<file path="src/rtl/multicycle_controller.sv">
// multicycle_controller: Moore control FSM for the multi-cycle MIPS-subset CPU.
// Walks each instruction through fetch/decode/execute/memory/writeback, stalls
// on the shared memory port's ready handshake, counts retired instructions and
// traps into HALT on the halt opcode or on any unsupported encoding.
module multicycle_controller #(
  parameter int ALU_OP_W   = 3,
  parameter int CNT_W      = 32,
  parameter bit ENABLE_BNE = 1'b1
) (
  input  logic                clk,
  input  logic                rst,
  input  logic [31:0]         instruction,
  input  logic                mem_ready,
  output logic [ALU_OP_W-1:0] alu_op,
  output logic                alu_src_a,
  output logic [1:0]          alu_src_b,
  output logic                mem_read,
  output logic                mem_write,
  output logic                i_or_d,
  output logic                ir_write,
  output logic                reg_write,
  output logic                reg_dst,
  output logic                mem_reg,
  output logic                pc_write,
  output logic                pc_write_cond,
  output logic                branch_ne,
  output logic [1:0]          pc_src,
  output logic                halted,
  output logic                illegal,
  output logic [3:0]          state,
  output logic [CNT_W-1:0]    retired
);

  typedef enum logic [3:0] {
    FETCH    = 4'd0,
    DECODE   = 4'd1,
    EXEC_R   = 4'd2,
    MEM_ADDR = 4'd3,
    EXEC_I   = 4'd4,
    BRANCH   = 4'd5,
    JUMP     = 4'd6,
    MEM_RD   = 4'd7,
    MEM_WR   = 4'd8,
    WB_R     = 4'd9,
    WB_MEM   = 4'd10,
    WB_I     = 4'd11,
    HALT     = 4'd12
  } state_t;

  // Every datapath control line that is a pure function of the state.
  typedef struct packed {
    logic [ALU_OP_W-1:0] alu_op;
    logic                alu_src_a;
    logic [1:0]          alu_src_b;
    logic                mem_read;
    logic                mem_write;
    logic                i_or_d;
    logic                reg_write;
    logic                reg_dst;
    logic                mem_reg;
    logic                pc_write;
    logic                pc_write_cond;
    logic                branch_ne;
    logic [1:0]          pc_src;
    logic                halted;
  } ctrl_t;

  localparam logic [ALU_OP_W-1:0] ALU_ADD = ALU_OP_W'(0);
  localparam logic [ALU_OP_W-1:0] ALU_OR  = ALU_OP_W'(1);
  localparam logic [ALU_OP_W-1:0] ALU_AND = ALU_OP_W'(2);
  localparam logic [ALU_OP_W-1:0] ALU_SLT = ALU_OP_W'(4);
  localparam logic [ALU_OP_W-1:0] ALU_SUB = ALU_OP_W'(6);

  localparam logic [5:0] OP_RTYPE = 6'h00;
  localparam logic [5:0] OP_J     = 6'h02;
  localparam logic [5:0] OP_BEQ   = 6'h04;
  localparam logic [5:0] OP_BNE   = 6'h05;
  localparam logic [5:0] OP_ADDI  = 6'h08;
  localparam logic [5:0] OP_LW    = 6'h23;
  localparam logic [5:0] OP_SW    = 6'h2b;
  localparam logic [5:0] OP_HALT  = 6'h3f;

  state_t     state_q;
  state_t     next_state;
  ctrl_t      ctrl_q;
  logic       set_illegal;
  logic       retire;
  logic [5:0] opcode;
  logic [5:0] funct;
  logic       funct_ok;

  assign opcode = instruction[31:26];
  assign funct  = instruction[5:0];

  // Register and shift fields belong to the datapath, not to control.
  wire unused_fields = ^instruction[25:6];

  // R-type funct codes this machine knows how to execute.
  assign funct_ok = (funct == 6'h20) || (funct == 6'h22) || (funct == 6'h24) ||
                    (funct == 6'h25) || (funct == 6'h2a);

  function automatic logic [ALU_OP_W-1:0] funct_to_alu(input logic [5:0] f);
    case (f)
      6'h22:   return ALU_SUB;
      6'h24:   return ALU_AND;
      6'h25:   return ALU_OR;
      6'h2a:   return ALU_SLT;
      default: return ALU_ADD;
    endcase
  endfunction

  // Control word to present while sitting in state s. The funct and bne bits
  // are taken from the IR on the edge that enters s; the IR is stable then.
  function automatic ctrl_t ctrl_for(input state_t s, input logic [5:0] f,
                                     input logic is_bne);
    ctrl_t c;
    c = '0;
    case (s)
      FETCH: begin
        c.mem_read  = 1'b1;
        c.alu_src_b = 2'd1;
      end
      DECODE: c.alu_src_b = 2'd3;
      EXEC_R: begin
        c.alu_src_a = 1'b1;
        c.alu_op    = funct_to_alu(f);
      end
      MEM_ADDR, EXEC_I: begin
        c.alu_src_a = 1'b1;
        c.alu_src_b = 2'd2;
      end
      BRANCH: begin
        c.alu_src_a     = 1'b1;
        c.alu_op        = ALU_SUB;
        c.pc_write_cond = 1'b1;
        c.pc_src        = 2'd1;
        c.branch_ne     = is_bne;
      end
      JUMP: begin
        c.pc_write = 1'b1;
        c.pc_src   = 2'd2;
      end
      MEM_RD: begin
        c.i_or_d   = 1'b1;
        c.mem_read = 1'b1;
      end
      MEM_WR: begin
        c.i_or_d    = 1'b1;
        c.mem_write = 1'b1;
      end
      WB_R: begin
        c.reg_write = 1'b1;
        c.reg_dst   = 1'b1;
      end
      WB_MEM: begin
        c.reg_write = 1'b1;
        c.mem_reg   = 1'b1;
      end
      WB_I:    c.reg_write = 1'b1;
      HALT:    c.halted    = 1'b1;
      default: c = '0;
    endcase
    return c;
  endfunction

  // Next-state, illegal-trap and retire decisions for the current state.
  always_comb begin
    // NOTE: every output of this block gets a default first so no path leaves it unassigned (no latch).
    next_state  = state_q;
    set_illegal = 1'b0;
    retire      = 1'b0;
    case (state_q)
      FETCH: if (mem_ready) next_state = DECODE;
      DECODE: begin
        case (opcode)
          OP_RTYPE: begin
            if (funct_ok) begin
              next_state = EXEC_R;
            end else begin
              next_state  = HALT;
              set_illegal = 1'b1;
            end
          end
          OP_LW, OP_SW: next_state = MEM_ADDR;
          OP_ADDI:      next_state = EXEC_I;
          OP_BEQ:       next_state = BRANCH;
          OP_BNE: begin
            if (ENABLE_BNE) begin
              next_state = BRANCH;
            end else begin
              next_state  = HALT;
              set_illegal = 1'b1;
            end
          end
          OP_J:    next_state = JUMP;
          OP_HALT: next_state = HALT;
          default: begin
            next_state  = HALT;
            set_illegal = 1'b1;
          end
        endcase
      end
      EXEC_R:   next_state = WB_R;
      MEM_ADDR: next_state = (opcode == OP_LW) ? MEM_RD : MEM_WR;
      EXEC_I:   next_state = WB_I;
      MEM_RD:   if (mem_ready) next_state = WB_MEM;
      MEM_WR: begin
        if (mem_ready) begin
          next_state = FETCH;
          retire     = 1'b1;
        end
      end
      WB_R, WB_MEM, WB_I, BRANCH, JUMP: begin
        next_state = FETCH;
        retire     = 1'b1;
      end
      HALT:    next_state = HALT;
      default: next_state = FETCH;
    endcase
  end

  // State, registered control word, sticky illegal flag and retire counter.
  always_ff @(posedge clk) begin
    // NOTE: sequential state uses non-blocking assignments only, so every register samples pre-edge values.
    if (rst) begin
      state_q <= FETCH;
      ctrl_q  <= ctrl_for(FETCH, 6'h00, 1'b0);
      illegal <= 1'b0;
      retired <= '0;
    end else begin
      state_q <= next_state;
      ctrl_q  <= ctrl_for(next_state, funct, opcode == OP_BNE);
      if (set_illegal) illegal <= 1'b1;
      if (retire)      retired <= retired + CNT_W'(1);
    end
  end

  // The IR latch and PC increment in FETCH complete with the memory read.
  assign ir_write      = (state_q == FETCH) && mem_ready;
  assign pc_write      = ctrl_q.pc_write || ir_write;
  assign alu_op        = ctrl_q.alu_op;
  assign alu_src_a     = ctrl_q.alu_src_a;
  assign alu_src_b     = ctrl_q.alu_src_b;
  assign mem_read      = ctrl_q.mem_read;
  assign mem_write     = ctrl_q.mem_write;
  assign i_or_d        = ctrl_q.i_or_d;
  assign reg_write     = ctrl_q.reg_write;
  assign reg_dst       = ctrl_q.reg_dst;
  assign mem_reg       = ctrl_q.mem_reg;
  assign pc_write_cond = ctrl_q.pc_write_cond;
  assign branch_ne     = ctrl_q.branch_ne;
  assign pc_src        = ctrl_q.pc_src;
  assign halted        = ctrl_q.halted;
  assign state         = state_q;

endmodule

</file>
<file path="config.mk">
export PLATFORM = sky130hd
export DESIGN_NAME = multicycle_controller
export DESIGN_NICKNAME = d
export VERILOG_FILES = /design/src/rtl/multicycle_controller.sv
export SDC_FILE = /design/constraint.sdc
export NUM_CORES = 1
export LEC_CHECK = 0
export CAP_MARGIN = 15
export CELL_PAD_IN_SITES_DETAIL_PLACEMENT = 1
export CELL_PAD_IN_SITES_GLOBAL_PLACEMENT = 1
export CORE_MARGIN = 8
export CORE_UTILIZATION = 34
export CTS_BUF_LIST = sky130_fd_sc_hd__clkbuf_8
export DETAILED_ROUTE_END_ITERATION = 6
export PLACE_DENSITY = 0.8
export SYNTH_ARGS = -nofsm -noshare
export SYNTH_HDL_FRONTEND = slang
export SYNTH_SLANG_ARGS = --single-unit
</file>
<file path="constraint.sdc">
create_clock -name clk -period 2.5 [get_ports clk]
set_input_delay 0.5 -clock clk [delete_from_list [all_inputs] [get_ports clk]]
set_output_delay 0.5 -clock clk [all_outputs]
set_load 0.02 [all_outputs]
</file>
Yosys cells after proc, flatten, opt, wreduce, memory -nomap -nowiden
Cells that the tools add are included.
Widths: inputs -> output; s select.
{"block": "totals", "word_cells": 100, "out_inout_bits": 56, "reg_bits": 55}
{"block": "classes", "n_addsub": 1, "muxes": 26, "bitwise_logic": 1, "reduce_logical": 19, "n_eq_ne": 36}
{"op": "$eq 6x6->1 const B", "count": 8}
{"op": "$eq 4x4->1 const B", "count": 10}
{"op": "$add 32x1->32 const B", "count": 1}
{"op": "$eq 4x3->1 const B", "count": 8}
{"op": "$pmux 4 s8", "count": 1}
{"op": "$mux 4", "count": 5}
{"op": "$pmux 4 s5", "count": 1}
{"op": "$eq 4x2->1 const B", "count": 4}
{"op": "$eq 6x3->1 const B", "count": 2}
{"op": "$mux 1", "count": 12}
{"op": "$pmux 3 s4", "count": 1}
{"op": "$reduce_or 2->1", "count": 6}
{"op": "$eq 4x1->1 const B", "count": 2}
{"op": "$logic_not 4->1", "count": 2}
{"op": "$reduce_or 7->1", "count": 1}
{"op": "$eq 6x2->1 const B", "count": 1}
{"op": "$eq 6x4->1 const B", "count": 1}
{"op": "$logic_not 6->1", "count": 1}
{"op": "$pmux 2 s3", "count": 1}
{"op": "$pmux 3 s2", "count": 1}
{"op": "$logic_or 1x1->1", "count": 5}
{"op": "$reduce_or 5->1", "count": 1}
{"op": "$pmux 1 s2", "count": 2}
{"op": "$pmux 2 s2", "count": 1}
{"op": "other kinds (5)", "count": 5}

Depth between registers and ports, before layout
{"block": "depth", "word_depth": 11, "ltp_mapped": 9, "ltp_nobuf": 7}

Worst setup path after synthesis
Ideal clock, no wire load.
{"block": "synth_path", "path_type": "reg-to-reg", "from": "reg state_q[0] (netlist: state[0])", "to": "reg ctrl_q, in the netlist alu_op[1]", "setup_slack_ps": 308, "setup_time_ps": 70, "path_stages_with_launch": 9, "n_path_buf": 2, "period_less_slack_ps": 2192, "arrival_ps": 2122, "path_cell_list": "dfxtp_1 buf_6 inv_2 or4_4 buf_6 nand4b_4 o2111a_4 or3_1 a21boi_1"}
{"block": "synth_via", "elab_chain_cells": 4, "word_cells_on_any_way": 15, "classes_between": "9 x eq/ne; 5 x mux; 1 x reduce/logical"}
{"item": "start, declared", "line_no": "83", "rtl": "state_t state_q;"}
{"item": "start signal, assigned", "line_no": "231", "rtl": "state_q <= next_state;"}
{"item": "$eq 4x4->1 (tied with other cells)", "line_no": "172", "rtl": "case (state_q)"}
{"item": "$pmux 4 s8 (*)", "line_no": "172"}
{"item": "$eq 4x3->1 or $eq 4x2->1 (tied branches)"}
{"item": "$pmux 3 s2 (*)", "line_no": "118", "rtl": "case (s)"}
{"item": "end signal, assigned", "line_no": "227", "rtl": "ctrl_q <= ctrl_for(FETCH, 6'h00, 1'b0);"}
{"item": "end signal, assigned", "line_no": "232", "rtl": "ctrl_q <= ctrl_for(next_state, funct, opcode == OP_BNE);"}
{"item": "end, declared", "line_no": "85", "rtl": "ctrl_t ctrl_q;"}
Every way passes the cells marked *; elsewhere a longest branch is shown, timed or not.
A chain may end at the register's enable or synchronous reset.

Final worst setup path
{"block": "layout_path", "from": "in instruction[31]", "to": "reg ctrl_q, in the netlist reg_dst"}
{"block": "layout_via", "elab_chain_cells": 6, "word_cells_on_any_way": 14, "classes_between": "7 x eq/ne; 4 x mux; 3 x reduce/logical"}
{"item": "start, declared", "line_no": "12", "rtl": "input logic [31:0] instruction,"}
{"item": "$eq 6x3->1 (tied with other cells)", "line_no": "175", "rtl": "case (opcode)"}
{"item": "$reduce_or 2->1, on equally long branches"}
{"item": "$pmux 4 s5", "line_no": "175"}
{"item": "$pmux 4 s8 (*)", "line_no": "172"}
{"item": "$eq 4x4->1 (*)", "line_no": "118"}
{"item": "$mux 1 (*)", "line_no": "118"}
Marks and branches as above.

==> impl_metrics.py <==
metrics = {
    "outcome": {
        "outcome": "completed",
    },
    "power_and_ir_drop": {
        "power_density_mw_per_mm2": 571,
        "peakVddDrop_mv": 0.266,
        "p_leak_nw": 1.44,
        "finalPower_mw": 2.19,
    },
    "route": {
        "routedWlPerCell_um": 15.3,
        "ant_nets": 0,
        "vias": 2602,
        "dr.pass1.iters": 5,
        "route.detailed.drc": 0,
        "routed_wl_um": 7870,
        "via_per_inst": 5.07,
        "drt_iter0_drc": 58,
    },
    "synthesis": {
        "synth_ff_type": "dfxtp_1",
        "yosys.area_share.simple_pct": 30.8,
        "synth_adder_area_share_pct": 0.466,
        "syn_area_mm2": 0.00269,
        "ys_types": 59,
        "avgSynthCellArea_um2": 8.61,
        "netlist_instances": 312,
        "synthMuxAreaShare_pct": 0.745,
        "synth_warnings": 0,
        "synthArstFlopShare_pct": 0,
        "synthXorXnorAreaFrac_pct": 9.12,
        "synth_seq_cells": 54,
        "synth-edff-count": 0,
        "synth_compound_area_share_pct": 13.2,
        "synth_top_family_by_area": "simple AND/OR/NAND/NOR gates",
        "syn-num-nets": 348,
        "yosysSeqAreaShare_pct": 40.2,
    },
    "die": {
        "die_x_um": 105,
        "die_h_um": 105,
        "die-area_mm2": 0.0110,
        "start_util_pct": 35.0,
        "ioPinCount": 91,
        "core_area_mm2": 0.00769,
        "num_rows": 32,
    },
    "worst_hold_path": {
        "min_from": "illegal$_SDFFE_PP0P_",
        "hold_path.class": "reg -> reg",
    },
    "worst_setup_path": {
        "endpoint_kind": "register",
        "cp_slowest_cell": "clkdlybuf4s50_1",
        "required_ps": 2730,
        "cpLargestDelayFamily": "compound AO/OA/AOI/OAI gates",
        "r2r_start": "state[0]$_SDFF_PP0_",
        "startpoint": "instruction[31]",
        "cp.arrival_ps": 2640,
        "crit_path_cell_trace": "clkdlybuf4s50_1 -> buf_4 -> nor2_1 -> o21ai_1 -> a221oi_2 -> o2111a_4 -> nand3_1 -> nor3_1",
        "start_kind": "input port",
        "max_stage_delay_ps": 500,
        "setup.worst_path.class": "in -> reg",
        "path_max_fanout": 12,
        "critPathBufInv": 2,
    },
    "finish": {
        "layout-drive-gt1-share_pct": 15.8,
        "areaGrowthSynthToFinish_pct": 42.7,
        "largest_register_ffs": 32,
        "nets": 446,
        "fin_util_pct": 49.9,
        "final_cells": 513,
        "fillers": 923,
        "n_antenna_cell": 0,
        "top_register": "retired",
    },
    "clocking": {
        "cts_hold_buffers": 0,
        "path_clk_slew_ps": 100,
        "cts-root-buf": "clkbuf_8",
        "cts_setup_buffers": 0,
        "htree_num_levels": 2,
        "insertion_delay_ps": 310,
        "tritoncts": "done",
        "cts.sinks": 54,
        "cts_buffers": 5,
        "cts_max_path_buffers": 2,
    },
    "sta": {
        "setup-violations-final": 0,
        "finalCritPeriodShare_pct": 96.5,
        "relSlewSlack_pct": 67.2,
        "period_minus_slack_ps": 2410,
        "tightest_slew_ps": 488,
        "rsz0062_at_grt": "true",
        "slew_viol_final": 0,
        "worst_slack_ps": 87.1,
        "max_freq_mhz": 414,
        "clock_skew_ps": 14.4,
        "hold_slack_ps": 480,
        "hold_violations": 0,
    },
    "grt": {
        "grt-ovfl-total": 0,
        "grt_antenna_before_repair": 0,
        "grt_pass1_vias": 2764,
        "grt_max_degree": 45,
        "grt_pass1_wl_um": 13300,
        "track_usage_pct": 14.2,
    },
    "placement": {
        "dpl.hpwl_um": 6040,
        "dpl_worst_slack_ps": -390,
        "place_inst": 505,
        "io_buffers": 70,
        "gp_congestion": 0.792,
    },
    "job": {
        "maxCapViolCount": 0,
    },
}
[cell families after synthesis]
group / after synthesis
AO/OA/AOI/OAI: 49
XOR/XNOR: 28
adder cells (fa/ha/maj): 1
buffers and inverters: 27
flip-flops: 54
multiplexers: 2
AND/OR/NAND/NOR: 151
[metrics by stage]
step                      TNS, ps  instance area [µm²]
after detailed placement    -6270                 3700
after floorplan                 0                 2690
after global routing        -3.46                 3840
after CTS                       0                 3810
after global placement      -3740                 3700
final                           0                 3840
[synthesized netlist by cell type, types with 3 or more instances]
| cell | n | area (µm²) |
|---|---|---|
| a21oi_1 | 8 | 40.0 |
| a221oi_1 | 3 | 26.3 |
| and3_1 | 10 | 62.6 |
| and4_1 | 5 | 43.8 |
| buf_4 | 7 | 52.6 |
| clkbuf_1 | 7 | 26.3 |
| dfxtp_1 | 54 | 1080 |
| inv_1 | 6 | 22.5 |
| nand2_1 | 16 | 60.1 |
| nand2b_1 | 4 | 25.0 |
| nand3_1 | 14 | 70.1 |
| nand4_1 | 9 | 56.3 |
| nor2_1 | 46 | 173 |
| nor2b_1 | 7 | 43.8 |
| nor3_1 | 13 | 65.1 |
| nor4_1 | 6 | 37.5 |
| o21ai_0 | 13 | 65.1 |
| or3_1 | 8 | 50.1 |
| xnor2_1 | 11 | 96.3 |
| xor2_1 | 17 | 149 |
[metal layers]
layer | vias to the layer above | track usage (%) | wire length, µm
met5 | - | 0 | 0
met4 | 0 | 4.28 | 72
met3 | 4 | 2.76 | 260
met2 | 41 | 24.5 | 3850
met1 | 1255 | 17.4 | 3690
li1 | 1302 | - | -
[where the power goes]
part           leakage (nW)  internal, mW  total (mW)  switching [mW]
clock                0.0408         0.201       0.517           0.315
combinational         0.965         0.347       0.711           0.365
sequential            0.437         0.915       0.964          0.0484
[cell usage in the layout, fill, tap and decap left out, drive strengths merged, types with 2 or more instances in the layout]
cell	count
a21o	2
o2111a	2
nor4	6
mux2i	2
a221oi	3
o211ai	2
dlymetal6s2s	3
buf	41
dlygate4sd2	2
inv	8
clkinvlp	2
nor2	46
o21ai	13
dfxtp	54
nand2b	4
and3	10
xnor2	11
nor4b	2
nand4b	2
nand3	14
clkdlybuf4s50	65
nor3	14
nand2	16
a211o	2
or3	8
a21oi	8
clkbuf	5
nand4	9
a21boi	4
o22ai	2
nand3b	2
xor2	17
nor2b	7
and4	5
[cell type report]
type,count,area (µm²),area share [%]
well taps,102,128,3.33
clock buffers,5,68.8,1.79
clock inverters,3,23.8,0.620
multi-input cells,231,1500,39.0
inverters,7,26.3,0.685
flip-flops and latches,54,1080,28.2
repair buffers,111,1010,26.4
[worst paths after layout]
kind | end | slack, ps | cells past startpoint
min reg2reg | illegal$_SDFFE_PP0P_ | 480 | 1
max reg2reg | alu_op[2]$_SDFF_PP0_ | 130 | 6
max | reg_dst$_SDFF_PP0_ | 90 | 8
min | illegal$_SDFFE_PP0P_ | 480 | 1
[what timing repair did]
action	CTS	global route
endpoints found under the hold margin	0	0
endpoints found under the setup margin	12	10
gates resized for setup	4	9
Power figures use the tool's default switching activity.
